File: config.mk
export PLATFORM = sky130hd
export DESIGN_NAME = mmio_router
export DESIGN_NICKNAME = d
export VERILOG_FILES = /design/src/rtl/mmio_pkg.sv /design/src/rtl/mmio_decode.sv /design/src/rtl/mmio_router.sv
export SDC_FILE = /design/constraint.sdc
export NUM_CORES = 1
export LEC_CHECK = 0
export ABC_AREA = 0
export CAP_MARGIN = 20
export CORE_ASPECT_RATIO = 0.7
export CORE_MARGIN = 2
export CORE_UTILIZATION = 45
export CTS_BUF_LIST = sky130_fd_sc_hd__clkbuf_8
export DETAILED_ROUTE_END_ITERATION = 7
export DONT_BUFFER_PORTS = 1
export PLACE_DENSITY = 0.72
export SYNTH_ARGS = -nofsm -noshare
export SYNTH_HDL_FRONTEND = slang
export SYNTH_SLANG_ARGS = --single-unit
File: constraint.sdc
create_clock -name clk -period 4.5 [get_ports clk]
set_input_delay 1.125 -clock clk [delete_from_list [all_inputs] [get_ports clk]]
set_output_delay 1.125 -clock clk [all_outputs]
set_load 0.02 [all_outputs]
File: src/rtl/mmio_pkg.sv
// Shared encodings for the MMIO router: FSM states, error codes, bus width.
package mmio_pkg;
  localparam int DW = 32;

  typedef enum logic [1:0] {
    IDLE   = 2'b00,
    ACTIVE = 2'b01,
    RESP   = 2'b10
  } state_t;

  localparam logic [1:0] ERR_NONE     = 2'b00;
  localparam logic [1:0] ERR_UNMAPPED = 2'b01;
  localparam logic [1:0] ERR_TIMEOUT  = 2'b10;
endpackage

File: src/rtl/mmio_decode.sv
// Address window decoder: reports a hit and the lowest matching slave index.
module mmio_decode
  import mmio_pkg::*;
#(
  parameter int NUM_SLAVES = 2,
  parameter int SW         = 1
) (
  input  logic [DW-1:0]            addr,
  input  logic [NUM_SLAVES*DW-1:0] base,
  input  logic [NUM_SLAVES*DW-1:0] mask,
  output logic                     hit,
  output logic [SW-1:0]            sel
);
  // Scan high to low so the lowest matching index is the one left standing.
  always_comb begin
    hit = 1'b0;
    sel = '0;
    for (int i = NUM_SLAVES - 1; i >= 0; i--) begin
      if ((addr & mask[i*DW +: DW]) == base[i*DW +: DW]) begin
        hit = 1'b1;
        sel = SW'(i);
      end
    end
  end
endmodule

File: src/rtl/mmio_router.sv
// Registered MMIO router: decodes the core request, forwards it to one slave,
// and closes every transaction, including unmapped and hung ones.
module mmio_router
  import mmio_pkg::*;
#(
  parameter int                     NUM_SLAVES     = 2,
  parameter logic [NUM_SLAVES*32-1:0] SLAVE_BASE   = {32'hFFFFFFFC, 32'h00000000},
  parameter logic [NUM_SLAVES*32-1:0] SLAVE_MASK   = {32'hFFFFFFFC, 32'hFFFF0000},
  parameter int                     TIMEOUT_CYCLES = 256,
  parameter logic [31:0]            DEFAULT_RDATA  = 32'hDEADBEEF
) (
  input  logic                     clk,
  input  logic                     resetn,
  input  logic                     rv32_valid,
  output logic                     rv32_ready,
  input  logic [DW-1:0]            rv32_addr,
  output logic [DW-1:0]            rv32_rdata,
  output logic [NUM_SLAVES-1:0]    slv_valid,
  input  logic [NUM_SLAVES-1:0]    slv_ready,
  input  logic [NUM_SLAVES*DW-1:0] slv_rdata,
  output logic                     err_valid,
  output logic [1:0]               err_code,
  output logic [DW-1:0]            err_addr
);
  localparam int SW = (NUM_SLAVES > 1) ? $clog2(NUM_SLAVES) : 1;
  localparam int CW = (TIMEOUT_CYCLES > 0) ? $clog2(TIMEOUT_CYCLES + 1) : 1;
  localparam logic [CW-1:0] TO_LAST = CW'((TIMEOUT_CYCLES == 0) ? 0 : TIMEOUT_CYCLES - 1);

  state_t                          state, state_d;
  logic   [SW-1:0]                 sel_q, dec_sel;
  logic                            dec_hit;
  logic   [DW-1:0]                 addr_q;
  logic   [CW-1:0]                 cnt;
  logic   [1:0]                    pend_err;
  logic   [NUM_SLAVES-1:0][DW-1:0] rdata_arr;
  logic                            ld_req, miss, inc_cnt, cpl_ok, cpl_to;

  assign rdata_arr = slv_rdata;

  mmio_decode #(.NUM_SLAVES(NUM_SLAVES), .SW(SW)) u_decode (
    .addr (rv32_addr),
    .base (SLAVE_BASE),
    .mask (SLAVE_MASK),
    .hit  (dec_hit),
    .sel  (dec_sel)
  );

  always_ff @(posedge clk or negedge resetn) begin
    if (!resetn) state <= IDLE;
    else         state <= state_d;
  end

  // A slave ready in the timeout cycle wins because it is tested first.
  always_comb begin
    state_d = state;
    ld_req  = 1'b0;
    miss    = 1'b0;
    inc_cnt = 1'b0;
    cpl_ok  = 1'b0;
    cpl_to  = 1'b0;
    case (state)
      IDLE: if (rv32_valid) begin
        ld_req = 1'b1;
        if (dec_hit) state_d = ACTIVE;
        else begin
          miss    = 1'b1;
          state_d = RESP;
        end
      end
      ACTIVE: begin
        if (slv_ready[sel_q]) begin
          cpl_ok  = 1'b1;
          state_d = RESP;
        end else if (TIMEOUT_CYCLES != 0 && cnt == TO_LAST) begin
          cpl_to  = 1'b1;
          state_d = RESP;
        end else begin
          inc_cnt = 1'b1;
        end
      end
      RESP:    state_d = IDLE;
      default: state_d = IDLE;
    endcase
  end

  always_ff @(posedge clk or negedge resetn) begin
    if (!resetn) begin
      sel_q      <= '0;
      addr_q     <= '0;
      cnt        <= '0;
      pend_err   <= ERR_NONE;
      rv32_rdata <= '0;
      err_addr   <= '0;
    end else begin
      if (ld_req) begin
        sel_q    <= dec_sel;
        addr_q   <= rv32_addr;
        cnt      <= '0;
        pend_err <= miss ? ERR_UNMAPPED : ERR_NONE;
      end
      if (miss) begin
        rv32_rdata <= DEFAULT_RDATA;
        err_addr   <= rv32_addr;
      end
      if (inc_cnt && TIMEOUT_CYCLES != 0) cnt <= cnt + 1'b1;
      if (cpl_ok) rv32_rdata <= rdata_arr[sel_q];
      if (cpl_to) begin
        rv32_rdata <= DEFAULT_RDATA;
        pend_err   <= ERR_TIMEOUT;
        err_addr   <= addr_q;
      end
    end
  end

  // Handshake outputs decode straight from registered state, so they are glitch-free.
  always_comb begin
    slv_valid = '0;
    if (state == ACTIVE) slv_valid[sel_q] = 1'b1;
  end

  assign rv32_ready = (state == RESP);
  assign err_valid  = rv32_ready && (pend_err != ERR_NONE);
  assign err_code   = err_valid ? pend_err : ERR_NONE;
endmodule
==> flow_summary.ini <==
[route]
wire_per_inst_um = 19.21
drt_iter0_markers = 264
vias = 3379
postRouteAntennaNets = 0
route.detailed.drc = 0
via_per_inst = 5.717
wl_mm = 11.36
drtPass1Iterations = 4

[power_and_ir_drop]
p_seq_share_pct = 62.0
p_per_area_mw_per_mm2 = 365.1
ir_drop_mv = 0.1825
switching_share_pct = 28.77
p_sw_uw = 546.4
p_leak_uw = 0.002425
p_clk_share_pct = 29.5
power.internal_uw = 1353
p_comb_share_pct = 8.4

[sta]
final.setup.tns_ns = 0
finClkSkew_ns = 0.01227
layout_min_cycle_time_ns = 3.049
rsz0062_at_grt = false
slew_viol_final = 0
finalCritPeriodShare_pct = 67.76
whs_ns = 0.4371
worst_pin_slew_ns = 0.9503
timing.fmax_mhz = 327.9
finalSetupViolCount = 0
finalHoldViolations = 0
max_slew_margin_pct = 36.65

[die]
start_util_pct = 47.01
die_w_um = 129.2
ios = 171
die_h_um = 91.67
rows = 31
die-area_mm2 = 0.01185
core_region_area_mm2 = 0.01051

[placement]
port_buffers = 0
gp_congestion = 0.7831
dpl_cell_area_mm2 = 0.005021
post-dp-hpwl_mm = 7.928

[finish]
final_nets = 541
drive_above_1_share_pct = 8.126
antenna_cells = 0
area_delta_synth_final_pct = 5.292
fin_area_mm2 = 0.005202
nFillCells = 956

[cts]
clk_path_buf_depth = 2
cts_setup_buffers = 0
cts_sinks = 110
postCtsHoldBufs = 0
clk_latency_ns = 0.38
numCtsBuffers = 9
path_clk_slew_ns = 0.10
cts_resized = 0
h-tree-depth = 3
cts_tree = yes
cts_root_buf = clkbuf_8

[worst_setup_path]
required_ns = 3.38
start_kind = flop
ff2ff_setup_slack_ns = 1.95
worstSetupPathType = reg -> out
crit_path_top_delay_cell = nor2b_1
cp.arrival_ns = 1.92
path_cells = nor2b_1, and2_1, or2_2
crit_path_end_kind = output pin
path_max_fanout = 4
crit_path_max_incr_delay_ns = 0.57

[logic_synthesis]
syn_area_mm2 = 0.004941
synth_nets = 553
synthArstFlopShare_pct = 100.0
synthFlopType = dfrtp_1
syn_avg_cell_area_um2 = 10.98
ys_ff_latch = 110
ys_warn_count = 0
yosysSeqAreaShare_pct = 55.71
ys_types = 39
postSynthCellCount = 450
synth_edf_count = 0

[global_route]
track_usage_pct = 19.37
grt_pass1_vias = 3296
antenna_found_initial = 0
grtUsageMet2_pct = 30.39
grt_pass1_wl_mm = 17.83
grt_start_max_net_pins = 111
gr-total-overflow = 0
met1_usage_pct = 25.40
grt_use_met3_pct = 7.176
grt.busiest_layer = met2

[job]
drv_cap = 0

[run_status]
status = finished, final reports clean

[min_path]
hold_path_class = in -> async
-- worst max-delay path: cells and delay by family, from the launching register on --
family | cells | cell delay (ns)
and+or+nand+nor | 3 | 1.15
DFF | 1 | 0.39
-- kinds of logic (layout without fill, tap and decap cells) --
group	Yosys count	count (layout)	synth area share, %
buf+inv	29	22	3.013
compound gates	112	112	18.23
simple gates	162	162	15.35
flops	110	110	55.71
fa+ha+maj	2	2	0.5064
mux	35	35	7.192
-- synth_stat cells (all sizes together), types with 2 or more instances --
cell       n  area [um^2]
a2bb2oi   24        210.2
and2       5        31.28
nor2       9        43.80
and3       3        18.77
buf       10        75.07
inv        2        10.01
nor2b      3        21.27
o21ai     10        50.04
ha         2        25.02
clkbuf    17        63.81
nand4      9        56.30
nand2b     2        12.51
nand3      5        25.02
dfrtp    110         2753
o211ai     2        15.01
a21o      32        240.2
a21oi      3        18.77
a22o      30        262.8
or3b       2        17.52
nor4       7        73.82
o2bb2ai    8        70.07
nand2    113        424.2
mux2i     34        340.3
-- routing by layer --
metal | vias up | part of all wire [%]
li1 | 1573 | -
met1 | 1699 | 44
met2 | 93 | 47
met3 | 14 | 7.2
met4 | 0 | 1.4
met5 | - | 0
-- power groups by stage --
stage          clock, uW  combinational [uW]  sequential [uW]
2_1_floorplan          0                 137             1180
3_3_place_gp           0                 153             1200
3_5_place_dp           0                 161             1200
4_1_cts              577                 161             1180
5_1_grt              621                 180             1190
6_report             561                 160             1180
-- per-stage QoR --
| step | setup slack, ns | power, uW | util, % | instances |
|---|---|---|---|---|
| finish | 1.451 | 1899 | 49.49 | 591 |
| global route | 1.349 | 1990 | 49.49 | 591 |
| CTS | 1.403 | 1919 | 49.49 | 591 |
| detailed placement | 1.366 | 1360 | 47.77 | 575 |
| global placement | 1.482 | 1349 | 47.77 | 575 |
| floorplan | 2.012 | 1316 | - | 450 |
-- registers in the layout (all words and copies together) (netlist names) --
| signal | flops |
|---|---|
| addr_q | 32 |
| err_addr | 32 |
| rv32_rdata | 32 |
| cnt | 9 |
| pend_err | 2 |
| state | 2 |
| sel_q | 1 |
-- cells in the final DEF (no fill, tap or decap), types with 5 or more instances in the layout --
cell and n:
a21o_1 32, nor2_1 6, dfrtp_1 109, a22o_1 30
nand2_1 113, o2bb2ai_1 8, and2_1 5, nand3_1 5
clkbuf_8 9, nor4_1 5, a2bb2oi_1 24, nand4_1 9
mux2i_1 34, o21ai_0 9
-- cell type report --
class	instances	area, um^2	area share, %
clock inverter	7	57.56	1.106
sequential	110	2754	52.93
inverter	2	10.01	0.1924
timing repair buffer	4	30.03	0.5772
multi-input combinational	311	2042	39.25
clock buffer	9	123.9	2.381
tap	148	185.2	3.559
-- final timing paths --
check,cells after the start,from,to
worst max-delay path,3,state[1],err_valid
worst min-delay path,0,resetn,rv32_rdata[4]
worst max register to register,5,sel_q,rv32_rdata[18]
max in group asynchronous,0,resetn,addr_q[23]
worst min register to register,1,pend_err[1],pend_err[1]
min in group clk,1,pend_err[1],pend_err[1]
Note: power is estimated with default switching activity, not from simulation.
